--- src/rtl/mips_pipe_pkg.sv ---
// Shared MIPS pipeline definitions: bypass select codes, register-zero index,
// forwarding/stall FSM states and the bypass priority helper.
package mips_pipe_pkg;

  localparam logic [1:0] FWD_RF    = 2'b00;
  localparam logic [1:0] FWD_EXMEM = 2'b01;
  localparam logic [1:0] FWD_MEMWB = 2'b10;
  localparam logic [1:0] FWD_WB    = 2'b11;

  localparam int REG_ZERO = 0;

  typedef enum logic {
    IDLE  = 1'b0,
    STALL = 1'b1
  } fwd_stall_state_t;

  // Youngest producer wins: EX result, then MEM/WB latch, then WB write data.
  function automatic logic [1:0] fwd_pick(input logic ex_hit,
                                          input logic mem_hit,
                                          input logic wb_hit);
    logic [1:0] sel;
    sel = FWD_RF;
    if (ex_hit)
      sel = FWD_EXMEM;
    else if (mem_hit)
      sel = FWD_MEMWB;
    else if (wb_hit)
      sel = FWD_WB;
    return sel;
  endfunction

endpackage

--- src/rtl/fwd_stall_ctrl_if.sv ---
// Pipeline-side signal bundle for the forwarding / load-use stall controller.
interface fwd_stall_ctrl_if #(
  parameter int NUM_RD = 2,
  parameter int REG_AW = 5,
  parameter int CNT_W  = 32
);

  logic                     flush;
  logic                     id_valid;
  logic [NUM_RD*REG_AW-1:0] id_src;
  logic [NUM_RD-1:0]        id_src_used;
  logic [REG_AW-1:0]        ex_wreg;
  logic                     ex_regwrite;
  logic                     ex_memread;
  logic [REG_AW-1:0]        mem_wreg;
  logic                     mem_regwrite;
  logic [REG_AW-1:0]        wb_wreg;
  logic                     wb_regwrite;
  logic [NUM_RD*2-1:0]      fwd_sel;
  logic                     stall;
  logic [CNT_W-1:0]         stall_cnt;

  modport master (
    output flush, id_valid, id_src, id_src_used,
    output ex_wreg, ex_regwrite, ex_memread,
    output mem_wreg, mem_regwrite, wb_wreg, wb_regwrite,
    input  fwd_sel, stall, stall_cnt
  );

  modport slave (
    input  flush, id_valid, id_src, id_src_used,
    input  ex_wreg, ex_regwrite, ex_memread,
    input  mem_wreg, mem_regwrite, wb_wreg, wb_regwrite,
    output fwd_sel, stall, stall_cnt
  );

endinterface

--- src/rtl/fwd_match.sv ---
// Per-port ID source comparator: picks the bypass select for one source
// register and flags a load-use collision with the EX-stage load.
module fwd_match
  import mips_pipe_pkg::*;
#(
  parameter int REG_AW = 5
) (
  input  logic              id_valid,
  input  logic [REG_AW-1:0] src,
  input  logic              used,
  input  logic [REG_AW-1:0] ex_wreg,
  input  logic              ex_regwrite,
  input  logic              ex_memread,
  input  logic [REG_AW-1:0] mem_wreg,
  input  logic              mem_regwrite,
  input  logic [REG_AW-1:0] wb_wreg,
  input  logic              wb_regwrite,
  output logic [1:0]        sel,
  output logic              load_hit
);

  logic live;
  logic ex_match;
  logic mem_match;
  logic wb_match;

  // $0 is hard-wired, so neither a zero source nor a zero destination may bypass.
  assign live      = id_valid & used & (src != REG_AW'(REG_ZERO));
  assign ex_match  = live & ex_regwrite  & (ex_wreg  == src) & (ex_wreg  != REG_AW'(REG_ZERO));
  assign mem_match = live & mem_regwrite & (mem_wreg == src) & (mem_wreg != REG_AW'(REG_ZERO));
  assign wb_match  = live & wb_regwrite  & (wb_wreg  == src) & (wb_wreg  != REG_AW'(REG_ZERO));

  assign sel      = fwd_pick(ex_match & ~ex_memread, mem_match, wb_match);
  assign load_hit = ex_match & ex_memread;

endmodule

--- src/rtl/fwd_stall_ctrl.sv ---
// Forwarding and load-use hazard controller: registered EX bypass selects,
// LOAD_LAT-cycle stall FSM and a saturating stall-cycle counter.
module fwd_stall_ctrl
  import mips_pipe_pkg::*;
#(
  parameter int NUM_RD   = 2,
  parameter int REG_AW   = 5,
  parameter int LOAD_LAT = 1,
  parameter int CNT_W    = 32
) (
  input logic            clk,
  input logic            rst,
  fwd_stall_ctrl_if.slave bus
);

  localparam logic [2:0] LAT_M1 = 3'(LOAD_LAT - 1);

  logic [NUM_RD*2-1:0] sel_comb;
  logic [NUM_RD-1:0]   hit_vec;
  logic                hit;

  fwd_stall_state_t state_reg, state_next;
  logic [2:0]       cnt_reg, cnt_next;
  logic             stall_next;

  logic [NUM_RD*2-1:0] fwd_sel_reg;
  logic [CNT_W-1:0]    stall_cnt_reg;

  for (genvar gi = 0; gi < NUM_RD; gi++) begin : g_port
    fwd_match #(
      .REG_AW(REG_AW)
    ) u_match (
      .id_valid    (bus.id_valid),
      .src         (bus.id_src[gi*REG_AW +: REG_AW]),
      .used        (bus.id_src_used[gi]),
      .ex_wreg     (bus.ex_wreg),
      .ex_regwrite (bus.ex_regwrite),
      .ex_memread  (bus.ex_memread),
      .mem_wreg    (bus.mem_wreg),
      .mem_regwrite(bus.mem_regwrite),
      .wb_wreg     (bus.wb_wreg),
      .wb_regwrite (bus.wb_regwrite),
      .sel         (sel_comb[gi*2 +: 2]),
      .load_hit    (hit_vec[gi])
    );
  end

  assign hit = |hit_vec;

  always_ff @(posedge clk or posedge rst) begin
    if (rst) begin
      state_reg <= IDLE;
      cnt_reg   <= 3'd0;
    end else begin
      state_reg <= state_next;
      cnt_reg   <= cnt_next;
    end
  end

  // Flush overrides both a fresh hit and an in-progress stall.
  always_comb begin
    state_next = state_reg;
    cnt_next   = cnt_reg;
    stall_next = 1'b0;
    if (bus.flush) begin
      state_next = IDLE;
      cnt_next   = 3'd0;
    end else begin
      case (state_reg)
        IDLE: begin
          if (hit) begin
            stall_next = 1'b1;
            if (LOAD_LAT > 1) begin
              state_next = STALL;
              cnt_next   = LAT_M1;
            end
          end
        end
        STALL: begin
          stall_next = 1'b1;
          cnt_next   = cnt_reg - 3'd1;
          if (cnt_reg == 3'd1)
            state_next = IDLE;
        end
        default: begin
          state_next = IDLE;
          cnt_next   = 3'd0;
        end
      endcase
    end
  end

  // A stalled or flushed ID slot becomes a bubble in EX, so it must not bypass.
  always_ff @(posedge clk or posedge rst) begin
    if (rst)
      fwd_sel_reg <= '0;
    else if (bus.flush || stall_next)
      fwd_sel_reg <= '0;
    else
      fwd_sel_reg <= sel_comb;
  end

  always_ff @(posedge clk or posedge rst) begin
    if (rst)
      stall_cnt_reg <= '0;
    else if (stall_next && (stall_cnt_reg != {CNT_W{1'b1}}))
      stall_cnt_reg <= stall_cnt_reg + 1'b1;
  end

  assign bus.fwd_sel   = fwd_sel_reg;
  assign bus.stall     = stall_next;
  assign bus.stall_cnt = stall_cnt_reg;

endmodule

--- src/flat_wrapper.sv ---
// flat-port wrapper written by rule: the top's interface ports become plain ports
module fwd_stall_ctrl_flat import mips_pipe_pkg::*;
#(
  parameter int NUM_RD   = 2,
  parameter int REG_AW   = 5,
  parameter int LOAD_LAT = 1,
  parameter int CNT_W    = 32
)
  (clk, rst, bus_flush, bus_id_valid, bus_id_src, bus_id_src_used, bus_ex_wreg, bus_ex_regwrite, bus_ex_memread, bus_mem_wreg, bus_mem_regwrite, bus_wb_wreg, bus_wb_regwrite, bus_fwd_sel, bus_stall, bus_stall_cnt);
  fwd_stall_ctrl_if #(.NUM_RD(NUM_RD), .REG_AW(REG_AW), .CNT_W(CNT_W)) bus_i ();
  input logic clk;
  input logic rst;
  input wire logic [$bits(bus_i.flush)-1:0] bus_flush;
  input wire logic [$bits(bus_i.id_valid)-1:0] bus_id_valid;
  input wire logic [$bits(bus_i.id_src)-1:0] bus_id_src;
  input wire logic [$bits(bus_i.id_src_used)-1:0] bus_id_src_used;
  input wire logic [$bits(bus_i.ex_wreg)-1:0] bus_ex_wreg;
  input wire logic [$bits(bus_i.ex_regwrite)-1:0] bus_ex_regwrite;
  input wire logic [$bits(bus_i.ex_memread)-1:0] bus_ex_memread;
  input wire logic [$bits(bus_i.mem_wreg)-1:0] bus_mem_wreg;
  input wire logic [$bits(bus_i.mem_regwrite)-1:0] bus_mem_regwrite;
  input wire logic [$bits(bus_i.wb_wreg)-1:0] bus_wb_wreg;
  input wire logic [$bits(bus_i.wb_regwrite)-1:0] bus_wb_regwrite;
  output wire logic [$bits(bus_i.fwd_sel)-1:0] bus_fwd_sel;
  output wire logic [$bits(bus_i.stall)-1:0] bus_stall;
  output wire logic [$bits(bus_i.stall_cnt)-1:0] bus_stall_cnt;
  assign bus_i.flush = bus_flush;
  assign bus_i.id_valid = bus_id_valid;
  assign bus_i.id_src = bus_id_src;
  assign bus_i.id_src_used = bus_id_src_used;
  assign bus_i.ex_wreg = bus_ex_wreg;
  assign bus_i.ex_regwrite = bus_ex_regwrite;
  assign bus_i.ex_memread = bus_ex_memread;
  assign bus_i.mem_wreg = bus_mem_wreg;
  assign bus_i.mem_regwrite = bus_mem_regwrite;
  assign bus_i.wb_wreg = bus_wb_wreg;
  assign bus_i.wb_regwrite = bus_wb_regwrite;
  assign bus_fwd_sel = bus_i.fwd_sel;
  assign bus_stall = bus_i.stall;
  assign bus_stall_cnt = bus_i.stall_cnt;
  fwd_stall_ctrl #(.NUM_RD(NUM_RD), .REG_AW(REG_AW), .LOAD_LAT(LOAD_LAT), .CNT_W(CNT_W)) u_core (.clk(clk), .rst(rst), .bus(bus_i));
endmodule
--- config.mk ---
export PLATFORM = sky130hd
export DESIGN_NAME = fwd_stall_ctrl_flat
export DESIGN_NICKNAME = d
export VERILOG_FILES = /design/src/rtl/mips_pipe_pkg.sv /design/src/rtl/fwd_stall_ctrl_if.sv /design/src/rtl/fwd_match.sv /design/src/rtl/fwd_stall_ctrl.sv /design/src/flat_wrapper.sv
export SDC_FILE = /design/constraint.sdc
export NUM_CORES = 1
export LEC_CHECK = 0
export CAP_MARGIN = 0
export CORE_MARGIN = 4
export CORE_UTILIZATION = 52
export DETAILED_ROUTE_END_ITERATION = 6
export PLACE_DENSITY = 0.92
export SETUP_SLACK_MARGIN = 0.1
export SLEW_MARGIN = 0
export SYNTH_ARGS = -nofsm -noshare
export SYNTH_HDL_FRONTEND = slang
export SYNTH_SLANG_ARGS = --single-unit
--- constraint.sdc ---
create_clock -name clk -period 4.35 [get_ports clk]
set_input_delay 0.435 -clock clk [delete_from_list [all_inputs] [get_ports clk]]
set_output_delay 0.435 -clock clk [all_outputs]
set_load 0.005 [all_outputs]
* Yosys cells after proc, flatten, opt, wreduce, memory -nomap -nowiden
Index checks and enable logic that the tools add are counted.
** Operators by class
- Add/sub/neg operators :: 2
- Multipliers :: 0
- Divide/modulo/power cells :: 0
- $lt $le $gt $ge :: 0
- Eq/ne operators :: 8
- Shift-type cells :: 0
- Mux-type cells :: 15
- Bitwise logic cells :: 28
- Reduce and logical (&&, ||, !) cells :: 9
** Operators by type and width (count)
- $add 32x1->32 const B :: 1
- $ne 32x32->1 const B :: 1
- $eq 5x5->1 :: 6
- $and 1x1->1 :: 26
- $reduce_bool 5->1 :: 5
- $mux 2 :: 6
- $mux 3 :: 2
- $mux 1 :: 5
- $mux 4 :: 1
- $eq 3x1->1 const B :: 1
- $sub 3x1->3 const B :: 1
- $not 1->1 :: 2
- $pmux 1 s2 :: 1
- $reduce_bool 2->1 :: 1
- $reduce_or 2->1 :: 1
- $logic_and 1x1->1 :: 1
- $logic_or 1x1->1 :: 1
** Word-level totals
- Register bits :: 40
- Latch bits :: 0
- Bits in writable memories :: 0
- ROM bits :: 0
- Bits of input ports :: 35
- Output and inout bits :: 37
- Word-level logic and storage cells :: 66
- Memories :: 0

* Depth between registers and ports, before layout
- Depth in word-level cells :: 12
- Gate-level depth with buffers :: 8

* Hierarchy
A second synthesis with hierarchy kept.
** Unflattened totals
- Cells, all modules :: 261
- Area, all modules :: 2514.9 um^2
** By module, submodules not included
- fwd_stall_ctrl :: instances 1, cells each 185, area each 1951.9 um^2, seq. area each 1001.0 um^2
- fwd_match :: instances 2, cells each 38, area each 281.5 um^2, seq. area each 0.0 um^2

* Least setup slack after synthesis
Ideal clock, no wire load.
- Kind :: input -> output
- Start point :: in bus_id_src[6]
- End point :: out bus_stall
- Arrival :: 1.675 ns
- Data required time :: 3.915 ns
- Path slack :: 2.240 ns
- Cell stages on the path :: 6
- Cell sequence :: or4_4 -> o211ai_4 -> nor4_2 -> a21oi_4 -> buf_4 -> inv_1
** On the way
- Cells in the longest elaborated chain, start to end :: 10
- Elaborated cells between the ends (all ways) :: 11
** Ends and longest elaborated chain
- start: declaration :: line flat_wrapper.sv:15 : input wire logic [$bits(bus_i.id_src)-1:0] bus_id_src;
- $reduce_bool 5->1 :: line fwd_match.sv:28 : assign live = id_valid & used & (src != REG_AW'(REG_ZERO));
- $and 1x1->1 :: line fwd_match.sv:28
- $and 1x1->1 :: line fwd_match.sv:29 : assign ex_match = live & ex_regwrite & (ex_wreg == src) & (ex_wreg != REG_AW'(REG_ZERO));
- $and 1x1->1 * (2 in a row) :: line fwd_match.sv:29
- $and 1x1->1 * :: line fwd_match.sv:34 : assign load_hit = ex_match & ex_memread;
- $reduce_or 2->1 * :: line fwd_stall_ctrl.sv:48 : assign hit = |hit_vec;
- $mux 1 * :: line fwd_stall_ctrl.sv:71 : if (hit) begin
- $pmux 1 s2 * :: line fwd_stall_ctrl.sv:69 : case (state_reg)
- $mux 1 * :: line fwd_stall_ctrl.sv:65 : if (bus.flush) begin
- end: declaration :: line flat_wrapper.sv:25 : output wire logic [$bits(bus_i.stall)-1:0] bus_stall;
Every way passes the cells marked *; elsewhere a longest branch is shown, timed or not.

* Worst setup path after layout
- Start point :: in bus_id_src[2]
- End point :: out bus_stall
Same word-level chain as after synthesis.

==> run metrics <==
Worst Setup End Kind output pin; Die H 77.4 um; worst-case setup slack after placement 0.967 ns; Std-Cell Rows 24; cell-internal power 599 uW; post-detailed-routing wire length 5.95 mm; max-cap violations 0; share of total power consumed by net switching 22.7%; Largest stage delay, worst path 0.58 ns; cells along the critical path clkdlybuf4s50_1, or4_1, o2111ai_1, o41ai_2, a21oi_4, inv_1, clkdlybuf4s50_1; critical path data arrival time 2.95 ns; number of sinks on the clock net 40; number of vias in the routed layout 2212; Area Growth Syn to Fin 34.8%; die width 77.4 um; number of inserted diodes 0; Via-to-Cell Ratio 5.84; maximum number of pins on one net before global-route repair 41; power per cell area 230 mW/mm^2; initial DRC count 120; reported net switching power 176 uW; setup repair after global routing missed its margin false; max reg flops 32; cts-stage hold buffer count 0; portion of synthesized cell area occupied by the leading cell type 40.0%; transition at the pin with the smallest max-transition slack 0.771 ns; die area 0.00598 mm^2; maximum clock skew at final layout 0.00749 ns; worst supply voltage drop on vdd 0.000120 V; count of placed standard cells including taps 371; number of search-and-repair iterations in the first detailed-routing pass 4; Final Util 74.9%; cells after synthesis 252; headroom to the max-slew limit 48.2%; buffer count from post-CTS setup fixing 0; number of input and output port buffers inserted 71; leading cell types by count after synthesis 40 x dfrtp_1, 36 x xnor2_1, 26 x xor2_1; average routed wire per standard cell 15.7 um; first-pass GRT wire length 10.5 mm; most common cell in the netlist dfrtp_1; register bit total from synthesis 40; final critical-path share of the clock period 77.8%; proportion of synthesized chip area in sequential cells 40.0%; Worst Path Class, Setup in2out; max-slew violation count 0; final cell count without fillers 379; setup_tns 0 ns; CP dominant cell by count clkdlybuf4s50_1; cell type contributing the most total cell area after synthesis dfrtp_1; clock tree buffer depth 2; insertion delay of the later-clocked pin in the worst-skew pair 0.30 ns; path category of the worst min-delay check reg2reg; overall global routing resource usage 21.4%; Worst path slowest cell or4_1; combined buffer and inverter count along the critical path 3; Final Hold Viols 0; run status finished clean; drt drc 0; worst hold slack 0.485 ns; number of antenna violations at the first check in global routing 0; count of pins on the block boundary 72; Final setup violation count 0; number of nets produced by synthesis 290; Post-synth top flop dfrtp_1; kind of cell adding the most delay to the critical path buffers and inverters; data required time of the critical path 3.91 ns; cts repair resizes 0; yosys synthesis warning count 0; final HPWL from detailed placement 4.66 mm; most area-consuming cells after synthesis dfrtp_1 40%, xnor2_1 13%, xor2_1 9.1%; share of post-route cells with drive strength above 1 7.65%; min cycle time layout 3.39 ns; distinct cell type count of the synthesized netlist 44; Reg power frac 48.6%; number of nets in the final layout 364; largest fanout on the critical path 23; number of levels in the clock H-tree 2; setup slack after layout 0.964 ns; Starting Density 55.5%; relative contribution of the clock network to total power 38.2%; clock tree from TritonCTS yes; Post-DRT Antenna Nets 0; combinational cell fraction of total power 13.2%; FFs w/ async S/R, synth 100%; Static Leak 0.00142 uW; Clk pin slew, worst setup/hold paths 0.07 ns; global placement routability congestion 0.865; area of the placeable core 0.00450 mm^2; netlist area before placement 0.00250 mm^2; CTS Buf Count 5; fmax 0.295 GHz; CTS root buffer clkbuf_8; EDFF count, synth 0; average size of a mapped cell 9.93 um^2; via count of the first global-routing pass 2302; startpoint kind of the worst setup timing path input port; leftover overflow at the end of global routing 0
==> power by group through the flow <==
| stage | combinational [uW] | clock (uW) | sequential, uW |
|---|---|---|---|
| global placement | 99.6 | 0 | 384 |
| finish | 102 | 296 | 377 |
| CTS | 103 | 300 | 377 |
| floorplan | 44.6 | 0 | 384 |
| detailed placement | 102 | 0 | 384 |
| global route | 111 | 317 | 377 |
==> per-layer routing <==
| metal | share of wire [%] | vias to the layer above | wire length (um) | global-route usage [%] |
|---|---|---|---|---|
| li1 | - | 1050 | - | - |
| met4 | 2.5 | 0 | 151 | 8.19 |
| met3 | 6.6 | 17 | 390 | 5.09 |
| met5 | 0 | - | 0 | 0 |
| met2 | 50 | 91 | 2980 | 38.0 |
| met1 | 41 | 1054 | 2430 | 25.2 |
==> cells in the final DEF, fill, tap and decap left out, types with 2 or more instances in the layout <==
cell type	count
and2_1	2
xor2_1	26
nand4_1	8
or2_2	2
o21ai_0	4
nor2_1	16
buf_4	3
nor4_2	5
nand3_1	12
nor4_1	12
xnor2_1	36
clkbuf_8	5
inv_1	7
nand2b_1	4
mux2_1	2
and4_1	4
nand2_1	18
ha_1	3
a21oi_1	2
nor3_1	13
nand4b_1	5
dfrtp_1	40
clkdlybuf4s50_1	71
or4_1	5
==> area by class of cell <==
| cell class | instances | area (um^2) |
|---|---|---|
| inverters | 7 | 26.3 |
| clock buffers | 6 | 72.6 |
| clock inverters | 2 | 35.0 |
| repair buffers | 74 | 733 |
| flip-flops and latches | 40 | 1000 |
| multi-input cells | 198 | 1440 |
| fillers | 317 | 1130 |
| well taps | 52 | 65.1 |
==> stage by stage <==
step | total power (uW) | area (um^2)
final | 775 | 3370
after global routing | 806 | 3370
after CTS | 780 | 3370
after detailed placement | 486 | 3260
after global placement | 484 | 3260
after floorplan | 428 | 2500
==> kinds of logic after synthesis <==
family                   synth area share (%)
multiplexers                            0.900
AO/OA/AOI/OAI                            4.75
flip-flops                               40.0
adder cells (fa/ha/maj)                  1.50
buffers and inverters                    2.80
XOR/XNOR                                 21.7
AND/OR/NAND/NOR                          28.3
==> final timing paths <==
path | from | endpoint | slack, ns | cells past startpoint
setup / recovery | bus_id_src[2] | bus_stall | 0.96 | 7
setup reg to reg | u_core.bus.stall_cnt[4] | u_core.bus.stall_cnt[6] | 1.81 | 7
hold / removal | u_core.bus.stall_cnt[31] | u_core.bus.stall_cnt[31] | 0.48 | 1
hold reg to reg | u_core.bus.stall_cnt[31] | u_core.bus.stall_cnt[31] | 0.48 | 1
min in group asynchronous | rst | u_core.state_reg | 0.57 | 3
max in group asynchronous | rst | u_core.bus.stall_cnt[26] | 3.44 | 3
Note: power is estimated with default switching activity, not from simulation.
